File: config.mk
export PLATFORM = sky130hd
export DESIGN_NAME = wptr_full
export DESIGN_NICKNAME = d
export VERILOG_FILES = /design/src/rtl/wptr_full.sv
export SDC_FILE = /design/constraint.sdc
export NUM_CORES = 1
export LEC_CHECK = 0
export ABC_AREA = 1
export CAP_MARGIN = 0
export CORE_UTILIZATION = 55
export CTS_CLUSTER_DIAMETER = 100
export DETAILED_ROUTE_END_ITERATION = 8
export MAX_ROUTING_LAYER = met4
export PLACE_DENSITY = 0.83
export SLEW_MARGIN = 20
export SYNTH_ARGS = -nofsm -noshare
export SYNTH_HDL_FRONTEND = slang
export SYNTH_SLANG_ARGS = --single-unit
File: constraint.sdc
create_clock -name wclk -period 6 [get_ports wclk]
set_input_delay 1.2 -clock wclk [delete_from_list [all_inputs] [get_ports wclk]]
set_output_delay 1.2 -clock wclk [all_outputs]
set_load 0.01 [all_outputs]
File: src/rtl/wptr_full.sv
// wptr_full: write-domain pointer, RAM address, read-pointer sync and full/almost-full/occupancy/overflow flags
module wptr_full #(
    parameter int ADDRSIZE    = 8,
    parameter int AFULL_LEVEL = 252
) (
    input  logic                wclk,
    input  logic                wrst,
    input  logic                winc,
    input  logic                wovf_clr,
    input  logic [ADDRSIZE:0]   rptr_in,
    output logic [ADDRSIZE-1:0] waddr,
    output logic [ADDRSIZE:0]   wptr,
    output logic                wfull,
    output logic                walmost_full,
    output logic [ADDRSIZE:0]   wcount,
    output logic                woverflow
);
    localparam logic [ADDRSIZE:0] AFL = (ADDRSIZE+1)'(AFULL_LEVEL);
    logic [ADDRSIZE:0] wbin, wbnext, wgnext, rq1, rq2, rbin_s, wdiff;
    logic              wacc;
    always_comb begin
        wacc   = winc & ~wfull;
        wbnext = wbin + (ADDRSIZE+1)'(wacc);
        wgnext = (wbnext >> 1) ^ wbnext;
        for (int i = 0; i <= ADDRSIZE; i++) rbin_s[i] = ^(rq2 >> i);
        wdiff  = wbnext - rbin_s;
    end
    // Full when the next Gray write pointer is one lap ahead of the synchronized read pointer
    always_ff @(posedge wclk) begin
        if (wrst) begin
            rq1          <= '0;
            rq2          <= '0;
            wbin         <= '0;
            wptr         <= '0;
            wfull        <= 1'b0;
            walmost_full <= 1'b0;
            wcount       <= '0;
            woverflow    <= 1'b0;
        end else begin
            rq1          <= rptr_in;
            rq2          <= rq1;
            wbin         <= wbnext;
            wptr         <= wgnext;
            wfull        <= wgnext == {~rq2[ADDRSIZE:ADDRSIZE-1], rq2[ADDRSIZE-2:0]};
            walmost_full <= wdiff >= AFL;
            wcount       <= wdiff;
            woverflow    <= (winc & wfull) | (woverflow & ~wovf_clr);
        end
    end
    assign waddr = wbin[ADDRSIZE-1:0];
endmodule

Yosys cells after proc, flatten, opt, wreduce, memory -nomap -nowiden
Cells that the tools add are included.
{"block": "classes", "muxes": 0, "reduce_logical": 9, "addsub": 2, "n_lt_le_gt_ge": 1, "n_div": 0, "bitwise_logic": 8, "n_shift": 0, "multipliers": 0, "n_eq_ne": 1}
{"operator": "9-bit XOR reduction", "count": 9}
{"operator": "9-bit by 1-bit adder with 9-bit output", "count": 1}
{"operator": "9-bit == test", "count": 1}
{"operator": "9-bit by 8-bit >= comparator with 1-bit output (second input constant)", "count": 1}
{"operator": "9-bit subtractor", "count": 1}
{"operator": "8-bit by 9-bit bitwise XOR with 9-bit output", "count": 1}
{"operator": "1-bit bitwise AND", "count": 3}
{"operator": "1-bit inverter", "count": 2}
{"operator": "2-bit inverter", "count": 1}
{"operator": "1-bit bitwise OR", "count": 1}
{"block": "totals", "elab_cells": 29, "mem_count": 0, "register_bits": 48, "in_bits": 13, "out_inout_bits": 29, "ram_bits": 0, "latchBits": 0, "rom_bits": 0}

Logic depth before layout (Yosys ltp)
Gate-level depths: netlist of the first run.
{"block": "logic_depth", "word_depth": 5, "ltp_mapped": 21, "mapped_depth_nobuf": 21}

Worst setup path after synthesis of the first run
OpenSTA, ideal clock, no wires.
{"block": "synth_path", "kind": "in2reg", "start": "input winc", "end": "register walmost_full", "path_buffers": 0, "setup_ns": 0.059, "required_time_ns": 5.941, "path_slack_ns": 2.649, "path_stages": 18, "arrival_ns": 3.293, "path_cell_list": "inv_1 -> nor2_1 -> ha_1 -> ha_1 -> nand3_1 -> nor2_1 -> nand2_1 -> xor2_1 -> inv_2 -> ha_1 -> a21oi_1 -> a21boi_1 -> nand2_1 -> nand2_1 -> nand2_1 -> nor2_1 -> nand3_1 -> nand2_1"}
{"block": "synth_between", "elab_chain_cells": 4}
{"element": "start, declared", "line": "8", "text": "input logic winc,"}
{"element": "1-bit bitwise AND", "line": "22", "text": "wacc = winc & ~wfull;"}
{"element": "9-bit by 1-bit adder with 9-bit output", "line": "23", "text": "wbnext = wbin + (ADDRSIZE+1)'(wacc);"}
{"element": "via wbnext[6]", "line": "19", "text": "logic [ADDRSIZE:0] wbin, wbnext, wgnext, rq1, rq2, rbin_s, wdiff;"}
{"element": "9-bit subtractor", "line": "26", "text": "wdiff = wbnext - rbin_s;"}
{"element": "9-bit by 8-bit >= comparator with 1-bit output", "line": "45", "text": "walmost_full <= wdiff >= AFL;"}
{"element": "end signal, assigned", "line": "36", "text": "walmost_full <= 1'b0;"}
{"element": "end signal, assigned", "line": "45"}
{"element": "end, declared", "line": "14", "text": "output logic walmost_full,"}
The timed path passes the listed nets, and every way through them passes these cells.
A chain may end at the register's enable or synchronous reset.

Worst setup path in the final report of the first run
Ends and elaborated chain as after synthesis.

==> results of run 1 <==
[worst paths after layout]
path	endpoint	depth (start not counted)	slack (ns)	startpoint
worst min register to register	rq2[3]	2	0.40	rq1[3]
worst max-delay path	walmost_full	19	2.16	winc
worst max register to register	walmost_full	17	3.21	wfull
worst min-delay path	rq2[3]	2	0.40	rq1[3]
[worst min-delay path: stages, from the launching register on]
cell and delay [ns]:
dfxtp_1 0.30, inv_1 0.04, nor2_1 0.03
[synth_stat cells]
master    instances  area (sq um)
nand2_4           1          11.3
o21bai_1          1          7.51
a21oi_1           8          40.0
nor2_1           54           203
or2_1             1          6.26
a211oi_1          1          7.51
fa_1              1          20.0
nand2_2          12          75.1
or2_2             2          12.5
inv_1            51           191
clkbuf_1          5          18.8
xor2_2            1          16.3
a21boi_1          2          15.0
nand4_1           4          25.0
xor2_1           17           149
nor3_1            1          5.00
nand3_2           2          20.0
ha_1             11           138
nand3_1          24           120
dfxtp_1          47           941
nor2_2            2          12.5
nand2_1          71           267
inv_2             9          33.8
xnor2_1           7          61.3
nand3b_1          3          22.5
[stage by stage]
stage | power (W) | cells | hold slack, ns | util | area [sq um]
6_report | 0.000745 | 432 | 0.404 | 0.726 | 2990
5_1_grt | 0.000790 | 432 | 0.420 | 0.726 | 2990
4_1_cts | 0.000750 | 432 | 0.406 | 0.726 | 2990
3_5_place_dp | 0.000528 | 425 | 0.395 | 0.700 | 2880
3_3_place_gp | 0.000523 | 425 | 0.389 | 0.700 | 2880
2_1_floorplan | 0.000467 | 338 | 0.388 | - | 2420
[power breakdown]
group / switching (W) / total [W] / leakage [nW] / internal [W]
Sequential: 0.00000844 / 0.000342 / 0.387 / 0.000333
Clock: 0.000101 / 0.000222 / 0.0502 / 0.000122
Combinational: 0.0000993 / 0.000181 / 1.04 / 0.0000813
[final cells by class]
type | count | area, sq um | share of cell area
inverters | 60 | 225 | 0.0754
clock inverters | 2 | 37.5 | 0.0126
well taps | 50 | 62.6 | 0.0209
clock buffers | 5 | 68.8 | 0.0230
multi-input cells | 226 | 1230 | 0.413
repair buffers | 42 | 418 | 0.140
flip-flops and latches | 47 | 941 | 0.315
[logic make-up (layout without fill, tap and decap cells)]
logic type / count (synthesis) / in the layout / synth area share
adders and majority gates: 12 / 12 / 0.0652
DFF: 47 / 47 / 0.389
buffers and inverters: 65 / 109 / 0.101
xor gates and xnor gates: 25 / 25 / 0.0936
and+or+nand+nor: 177 / 177 / 0.322
AOI/OAI and AO/OA: 12 / 12 / 0.0290
[flip-flops by register name, summed over array words and instances (netlist names)]
name / cells
wptr: 9
wbin: 8
wfull: 1
woverflow: 1
wcount: 9
walmost_full: 1
rq2: 9
rq1: 9
[metal layers]
metal | track usage | routed length (um)
met3 | 0.0500 | 147
met4 | 0.102 | 76
met2 | 0.382 | 2130
met5 | - | 0
met1 | 0.269 | 2090
==> metrics.md, run 1 <==
| Metric | Value |
|---|---|
| Pleak | `1.48 nW` |
| Syn nets | `363` |
| PostCTS Resize Cnt | `0` |
| Period utilisation layout | `0.639` |
| Largest net degree at the start of global routing | `29` |
| Final hold violations | `0` |
| Most common cell after layout, fill and taps aside | `nand2_1` |
| Power density over the cells | `249 nW/um^2` |
| CP max FO | `3` |
| All-layer global routing usage | `0.232` |
| Core area | `4120 sq um` |
| Most used cell, CP | `nand2_1` |
| Slowest CP cell | `clkdlybuf4s50_1` |
| CTS buffer count | `5` |
| Die Y | `68.3 um` |
| Post-route clock skew | `0.0111 ns` |
| Port Buf Inserts | `41` |
| Post-route setup slack | `2.16 ns` |
| Worst Path Buf+Inv | `3` |
| CTS Root Buffer Type | `clkbuf_8` |
| Post-place setup slack | `1.92 ns` |
| N_diodes | `0` |
| Clk Latency, worst-skew pair | `0.30 ns` |
| Number of placed I/O pins | `42` |
| CP startpoint kind | `input port` |
| Row count | `23` |
| Min cycle time layout | `3.84 ns` |
| Top Family by Delay on Critical Path | `simple AND/OR/NAND/NOR gates` |
| Max-cap violations | `0` |
| Die Area | `4670 sq um` |
| # setup viols final | `0` |
| Initial antenna violation count | `0` |
| Crit path cell chain | `clkdlybuf4s50_1 > inv_1 > nor2_1 > ha_1 > ha_1 > nand3_1 > nor2_1 > nand2_1 > xor2_1 > inv_2 > ha_1 > a21oi_1 > a21boi_1 > nand2_1 > nand2_1 > nand2_1 > nor2_1 > nand3_1 > nand2_1` |
| Residual DRC | `0` |
| Register area share after synthesis | `0.389` |
| Syn. warnings | `0` |
| Fillers | `335` |
| Drt pass-1 iters | `4` |
| CP Capture Type | `register` |
| Type of the tightest min-delay check | `reg2reg` |
| Cell count after synthesis | `338` |
| H-tree depth | `2` |
| Critical Path Max Stage Delay | `0.47 ns` |
| Final #Nets | `407` |
| Drt total wl | `4450 um` |
| Share of layout cells above drive strength 1 | `0.0969` |
| Clock sinks | `47` |
| #FFs+latches synth | `47` |
| Vias | `2056` |
| WP data arrival | `4.08 ns` |
| Req. time, crit path | `6.24 ns` |
| Synth unique cells | `25` |
| Post-CTS Repair Setup Buffers | `0` |
| Area of the mapped netlist | `2420 sq um` |
| Status | `complete, no violations` |
| Dpl hpwl | `3520 um` |
| Post-CTS Hold Buffers | `0` |
| Final GP Congestion | `0.939` |
| First-pass GRT wire length | `7730 um` |
| Syn_area_per_cell | `7.16 sq um` |
| CTS tree | `done` |
| Highest clock rate | `261 MHz` |
| Critical path class | `in2reg` |
| Area Overhead vs Synth | `23.5%` |
| Most frequent cells in the layout | `71 x nand2_1, 54 x nor2_1, 51 x inv_1` |
| Drt wl/cell | `10.3 um` |
| DRT iter0 DRCs | `101` |
| Initial core utilization | `0.588` |
| Slew Limit Fails | `0` |
| Clk slew on worst S/H paths | `0.07 ns` |
| Die W | `68.3 um` |
| Clk buf depth | `2` |
| RSZ-0062 raised after global routing | `no` |
| Aggregate negative setup slack | `0 ns` |
| Final ANT Viol Nets | `0` |
| Slew @ Worst Pin | `0.635 ns` |
| GRT Residual Overflow | `0` |
| Maximum VDD drop | `0.000161 V` |
| Vias in the first global route | `1852` |
| Via/cell ratio | `4.76` |
| Slew headroom | `0.575` |
No activity file was read; power rests on OpenSTA's default activity.
==> run 2, diff against run 1 <==
--- a/config.mk
+++ b/config.mk
@@ -7,11 +7,11 @@
 export LEC_CHECK = 0
 export ABC_AREA = 1
 export CAP_MARGIN = 0
-export CORE_UTILIZATION = 55
+export CORE_UTILIZATION = 52
 export CTS_CLUSTER_DIAMETER = 100
 export DETAILED_ROUTE_END_ITERATION = 8
 export MAX_ROUTING_LAYER = met4
-export PLACE_DENSITY = 0.83
+export PLACE_DENSITY = 0.79
 export SLEW_MARGIN = 20
 export SYNTH_ARGS = -nofsm -noshare
 export SYNTH_HDL_FRONTEND = slang
==> constraint.sdc (replaced) <==
create_clock -name wclk -period 3.9 [get_ports wclk]
set_input_delay 0.78 -clock wclk [delete_from_list [all_inputs] [get_ports wclk]]
set_output_delay 0.78 -clock wclk [all_outputs]
set_load 0.01 [all_outputs]
==> run 2 against run 1 <==
Power up 45%; worst setup slack worse by 1.7 ns; die area up 5.6%; routed wire length up 1.8%; critical path depth unchanged; register-to-register slack worse by 2.1 ns; cell area down 0.46%; sequential cell count unchanged; global-route usage down 2.3 points; via count down 0.24%; clock power up 27%; critical path type unchanged; highest routed layer unchanged.
==> metrics.md, run 2 (synthesized netlist as in run 1, its figures left out) <==
| Metric | Value |
|---|---|
| Status | `complete, no violations` |
| WP data arrival | `3.67 ns (-0.41 ns)` |
| Clk slew on worst S/H paths | `0.08 ns (about the same)` |
| Clk Latency, worst-skew pair | `0.30 ns (about the same)` |
| Placed instance area | `2890 sq um (+0.35%)` |
| Number of placed I/O pins | `42 (unchanged)` |
| Max-cap violations | `0 (unchanged)` |
| CTS buffer count | `5 (unchanged)` |
| Maximum VDD drop | `0.000263 V (+64%)` |
| Clock sinks | `47 (unchanged)` |
| Most used cell, CP | `nand2_1` |
| Period utilisation layout | `0.878` |
| CTS Root Buffer Type | `clkbuf_8` |
| Most common cell after layout, fill and taps aside | `nand2_1` |
| # setup viols final | `0 (unchanged)` |
| Post-route clock skew | `0.00777 ns (-0.00328 ns)` |
| Critical path class | `in2reg` |
| Highest clock rate | `292 MHz` |
| Dpl hpwl | `3560 um (+1.1%)` |
| Pleak | `1.47 nW (-0.14%)` |
| Clock network power share | `0.260 (-0.039)` |
| Final non-filler cell total | `435 (+0.69%)` |
| Clk buf depth | `2 (unchanged)` |
| Fillers | `391 (+17%)` |
| Crit path cell chain | `clkdlybuf4s50_1 > inv_1 > nor2_1 > ha_1 > ha_1 > nand3_1 > nor2_1 > nand2_1 > xor2_1 > inv_2 > ha_1 > a21oi_1 > a21boi_1 > nand2_1 > nand2_1 > nand2_1 > nor2_1 > nand3_1 > nand2_1` |
| Reg2reg end | `walmost_full` |
| First-pass GRT wire length | `7830 um (+1.3%)` |
| CTS tree | `done` |
| Aggregate negative setup slack | `0 ns (unchanged)` |
| DRT iter0 DRCs | `97 (-4.0%)` |
| Placed cells | `428 (+0.71%)` |
| Final GP Congestion | `0.891 (-5.2%)` |
| Req. time, crit path | `4.15 ns (-2.09 ns)` |
| N_diodes | `0 (unchanged)` |
| Final hold violations | `0 (unchanged)` |
| Switching Fraction | `0.297 (+0.0167)` |
| Area Overhead vs Synth | `22.9%` |
| Drt wl/cell | `10.4 um (+1.1%)` |
| Slowest CP cell | `clkdlybuf4s50_1` |
| Worst r2r src | `wfull` |
| Area of the multi-input gates | `1230 sq um (unchanged)` |
| Via/cell ratio | `4.71 (-0.93%)` |
| Vias in the first global route | `1821 (-1.7%)` |
| Share of power burned in registers | `0.487 (+0.028)` |
| Die Area | `4930 sq um (+5.6%)` |
| PostCTS Resize Cnt | `0 (unchanged)` |
| Slew Limit Fails | `0 (unchanged)` |
| Critical Path Max Stage Delay | `0.48 ns (about the same)` |
| Wl on met1 | `2150 um (+3.0%)` |
| Initial core utilization | `0.548 (-0.0398)` |
| CP max FO | `3 (unchanged)` |
| Largest net degree at the start of global routing | `46 (+59%)` |
| Final ANT Viol Nets | `0 (unchanged)` |
| Post-CTS Repair Setup Buffers | `0 (unchanged)` |
| Slew headroom | `0.719 (+0.144)` |
| Hold path cells | `2 (unchanged)` |
| Residual DRC | `0 (unchanged)` |
| Initial antenna violation count | `0 (unchanged)` |
| Row count | `24 (+4.3%)` |
| Vias | `2051 (-0.24%)` |
| CP Capture Type | `register` |
| Combinational share of power | `0.254 (+0.011)` |
| Fin Hold WS | `0.403 ns (-0.000770 ns)` |
| Max Used Layer | `met4` |
| Core area | `4410 sq um (+7.3%)` |
| Met2 wire len | `2170 um (+1.8%)` |
| Die Y | `70.2 um (+2.8%)` |
| Drt pass-1 iters | `4 (unchanged)` |
| H-tree depth | `2 (unchanged)` |
| Type of the tightest min-delay check | `reg2reg` |
| R2R cell count | `17 (unchanged)` |
| Worst setup path end | `walmost_full` |
| All-layer global routing usage | `0.209 (-0.0231)` |
| P_sw | `0.000320 W (+54%)` |
| Int Power | `0.000759 W (+42%)` |
| Most frequent cells in the layout | `71 x nand2_1, 54 x nor2_1, 51 x inv_1` |
| Die W | `70.2 um (+2.8%)` |
| CP startpoint kind | `input port` |
| Port Buf Inserts | `41 (unchanged)` |
| Met3 wire length | `133 um (-9.5%)` |
| Post-CTS Hold Buffers | `0 (unchanged)` |
| Final #Nets | `408 (+0.25%)` |
| Fin area | `2970 sq um (-0.46%)` |
| Slew @ Worst Pin | `0.421 ns (-0.214 ns)` |
| Setup crit start | `winc` |
| Power density over the cells | `363 nW/um^2 (+46%)` |
| Min cycle time layout | `3.42 ns` |
| RSZ-0062 raised after global routing | `no` |
| Sequential cell area | `941 sq um (unchanged)` |
| GRT Residual Overflow | `0 (unchanged)` |
| Flop2flop setup slack | `1.11 ns (-2.10 ns)` |
| Drt total wl | `4530 um (+1.8%)` |
| Share of layout cells above drive strength 1 | `0.0992 (+0.00236)` |
==> run 2: changes by cell type in the layout (fill, tap and decap cells not counted), sizes merged <==
cell | previous run | this run
buf | 1 | 2
clkinv | 0 | 2
bufinv | 1 | 0
clkinvlp | 1 | 0
==> run 2: metrics by stage <==
step,utilization,setup WS [ns],total power (W)
after CTS,0.673,0.493,0.00109
after global placement,0.655,0.292,0.000805
after detailed placement,0.655,0.224,0.000811
after global routing,0.673,0.177,0.00115
after floorplan,-,0.969,0.000718
final,0.673,0.477,0.00108
==> run 2: area by class of cell <==
| type | instances | area share |
|---|---|---|
| Multi-Input combinational cell | 226 | 0.415 |
| Sequential cell | 47 | 0.316 |
| Timing Repair Buffer | 43 | 0.143 |
| Inverter | 60 | 0.0758 |
| Clock buffer | 5 | 0.0231 |
| Tap cell | 52 | 0.0219 |
| Clock inverter | 2 | 0.00463 |
==> run 2: worst min path at each step <==
stage | from | end
after CTS | rq1[5] | rq2[5]
after floorplan | rq1[0] | rq2[0]
after detailed placement | rq1[5] | rq2[5]
final | rq1[6] | rq2[6]
after global routing | rq1[8] | rq2[8]
after global placement | rq1[7] | rq2[7]
==> run 2: power groups by stage <==
stage / Clock [W] / Sequential, W / Combinational (W)
6_report: 0.000281 / 0.000525 / 0.000274
5_1_grt: 0.000309 / 0.000528 / 0.000311
4_1_cts: 0.000294 / 0.000526 / 0.000275
3_5_place_dp: 0 / 0.000537 / 0.000274
3_3_place_gp: 0 / 0.000536 / 0.000268
2_1_floorplan: 0 / 0.000549 / 0.000169
==> run 2: worst max-delay path: cells and delay by family <==
kind | cells | cell delay, ns
xor+xnor | 1 | 0.31
simple gates | 10 | 0.93
fa+ha+maj | 3 | 0.68
compound gates | 2 | 0.34
buf+inv | 3 | 0.63
==> run 2: layer usage <==
layer / vias to the layer above / track usage
met5: - / -
met4: 0 / 0.0756
met3: 7 / 0.0476
met2: 37 / 0.348
met1: 902 / 0.246
li1: 1105 / -
==> run 3, diff against run 2 <==
--- a/config.mk
+++ b/config.mk
@@ -7,11 +7,11 @@
 export LEC_CHECK = 0
 export ABC_AREA = 1
 export CAP_MARGIN = 0
-export CORE_UTILIZATION = 52
+export CORE_UTILIZATION = 47
 export CTS_CLUSTER_DIAMETER = 100
 export DETAILED_ROUTE_END_ITERATION = 8
 export MAX_ROUTING_LAYER = met4
-export PLACE_DENSITY = 0.79
+export PLACE_DENSITY = 0.75
 export SLEW_MARGIN = 20
 export SYNTH_ARGS = -nofsm -noshare
 export SYNTH_HDL_FRONTEND = slang
==> constraint.sdc (replaced) <==
create_clock -name wclk -period 2.85 [get_ports wclk]
set_input_delay 0.57 -clock wclk [delete_from_list [all_inputs] [get_ports wclk]]
set_output_delay 0.57 -clock wclk [all_outputs]
set_load 0.01 [all_outputs]
==> run 3 against run 2 <==
First-iteration DRC count fell by 30%; hold slack worse by 0.0014 ns; routed wire length up 20%; global-route usage up 2.0 points; critical endpoint unchanged; largest power group unchanged; highest routed layer unchanged.
==> metrics.md, run 3 (synthesized netlist as in run 1, its figures left out) <==
| Metric | Value |
|---|---|
| Clk buf depth | `2 (unchanged)` |
| P_sw | `0.000472 W (+47%)` |
| Final #Nets | `443 (+8.6%)` |
| CP Capture Type | `register` |
| Vias in the first global route | `2120 (+16%)` |
| Dpl hpwl | `4130 um (+16%)` |
| Row count | `25 (+4.2%)` |
| Max-cap violations | `0 (unchanged)` |
| Final ANT Viol Nets | `0 (unchanged)` |
| H-tree depth | `2 (unchanged)` |
| CP max FO | `3 (unchanged)` |
| Largest net degree at the start of global routing | `17 (-63%)` |
| Worst r2r src | `rq2[8]` |
| Aggregate negative setup slack | `0 ns (unchanged)` |
| Clock network power share | `0.299 (+0.039)` |
| CTS buffer count | `5 (unchanged)` |
| CTS tree | `done` |
| Die W | `73.7 um (+5.0%)` |
| Share of power burned in registers | `0.428 (-0.059)` |
| Period utilisation layout | `0.927` |
| Worst setup path end | `walmost_full` |
| Util after Layout | `0.702 (+0.0282)` |
| Clk Latency, worst-skew pair | `0.30 ns (about the same)` |
| Core area | `4850 sq um (+9.8%)` |
| Req. time, crit path | `3.10 ns (-1.05 ns)` |
| CP startpoint kind | `input port` |
| DRT iter0 DRCs | `68 (-30%)` |
| Int Power | `0.00121 W (+60%)` |
| Port Buf Inserts | `41 (unchanged)` |
| Most common cell after layout, fill and taps aside | `nand2_1` |
| Slew @ Worst Pin | `0.622 ns (+0.200 ns)` |
| Share of layout cells above drive strength 1 | `0.234 (+0.135)` |
| All-layer global routing usage | `0.228 (+0.0196)` |
| Setup crit start | `winc` |
| # setup viols final | `0 (unchanged)` |
| GRT Residual Overflow | `0 (unchanged)` |
| Flop2flop setup slack | `0.27 ns (-0.84 ns)` |
| Number of placed I/O pins | `42 (unchanged)` |
| Residual DRC | `0 (unchanged)` |
| Switching Fraction | `0.280 (-0.0169)` |
| Combinational share of power | `0.273 (+0.019)` |
| Drt total wl | `5440 um (+20%)` |
| Slew Limit Fails | `0 (unchanged)` |
| R2R cell count | `19 (+2)` |
| Post-CTS Hold Buffers | `0 (unchanged)` |
| Power density over the cells | `496 nW/um^2 (+36%)` |
| Final hold violations | `0 (unchanged)` |
| Clock sinks | `47 (unchanged)` |
| Initial core utilization | `0.499 (-0.0491)` |
| Clk slew on worst S/H paths | `0.08 ns (about the same)` |
| Drt wl/cell | `11.2 um (+7.5%)` |
| Slew headroom | `0.584 (-0.135)` |
| Pleak | `1.65 nW (+12%)` |
| CTS Root Buffer Type | `clkbuf_8` |
| Vias | `2246 (+9.5%)` |
| Final non-filler cell total | `486 (+12%)` |
| Final GP Congestion | `0.924 (+3.7%)` |
| First-pass GRT wire length | `9070 um (+16%)` |
| Via/cell ratio | `4.62 (-2.0%)` |
| Total power | `0.00169 W (+56%)` |
| Die Y | `73.7 um (+5.0%)` |
| Highest clock rate | `378 MHz` |
| Reg2reg end | `walmost_full` |
| Post-route clock skew | `0.00411 ns (-0.00366 ns)` |
| Min cycle time layout | `2.64 ns` |
| Drt pass-1 iters | `4 (unchanged)` |
| Initial antenna violation count | `0 (unchanged)` |
| Maximum VDD drop | `0.000326 V (+24%)` |
| Area Overhead vs Synth | `40.7%` |
| Most frequent cells in the layout | `70 x nand2_1, 50 x nor2_1, 48 x inv_1` |
| Placed cells | `475 (+11%)` |
| N_diodes | `0 (unchanged)` |
| Critical path class | `in2reg` |
| WP data arrival | `2.89 ns (-0.78 ns)` |
| Type of the tightest min-delay check | `reg2reg` |
| Die Area | `5440 sq um (+10%)` |
| Status | `complete, no violations` |
==> run 3: how the worst min path moves through the flow <==
| stage | from | to | cells past startpoint |
|---|---|---|---|
| global placement | rq1[6] | rq2[6] | 2 |
| global route | rq1[4] | rq2[4] | 2 |
| detailed placement | rq1[6] | rq2[6] | 2 |
| floorplan | rq1[0] | rq2[0] | 2 |
| finish | rq1[8] | rq2[8] | 2 |
| CTS | rq1[4] | rq2[4] | 2 |
==> run 3: cell type report <==
class	count	area, sq um
fill	397	1450
multi-input combinational	226	1340
sequential	47	945
timing repair buffer	78	687
inverter	60	225
tap	67	83.8
clock buffer	6	82.6
clock inverter	2	35.0
==> run 3: layer usage <==
layer  vias up  track usage  routed length, um
met4         0       0.0962                117
met3         9       0.0425                171
met2        46        0.394               2770
li1       1174            -                  -
met5         -            -                  0
met1      1017        0.257               2380
==> run 3: power groups by stage <==
stage                     registers, W  logic [W]  clock network, W
after detailed placement      0.000736   0.000442                 0
after global placement        0.000734   0.000430                 0
final                         0.000721   0.000460          0.000505
after floorplan               0.000751   0.000232                 0
after global routing          0.000726   0.000511          0.000538
after CTS                     0.000721   0.000452          0.000521
==> run 3: worst max-delay path: stages <==
cell	delay, ns
dlygate4sd2_1	0.22
inv_1	0.05
nor2_2	0.13
ha_2	0.20
ha_4	0.14
nand3_2	0.07
nor2_2	0.13
buf_4	0.13
buf_4	0.09
buf_4	0.09
nand4_1	0.11
xor2_1	0.17
buf_4	0.15
xor2_1	0.25
inv_1	0.12
nand3_1	0.11
nand3_1	0.11
nand2_1	0.07
==> run 3: timing repair <==
item                       CTS  global route
setup buffers                2             1
setup endpoints to repair    3             3
gates resized for setup     12            15
pin swaps                    4             6
==> run 3: metrics by stage <==
step | hold WS, ns | instance area (sq um) | setup slack [ns]
2_1_floorplan | 0.388 | 2420 | 0.129
3_3_place_gp | 0.389 | 3150 | -0.372
3_5_place_dp | 0.393 | 3150 | -0.431
4_1_cts | 0.408 | 3350 | 0.166
5_1_grt | 0.417 | 3400 | -0.0336
6_report | 0.402 | 3400 | 0.207
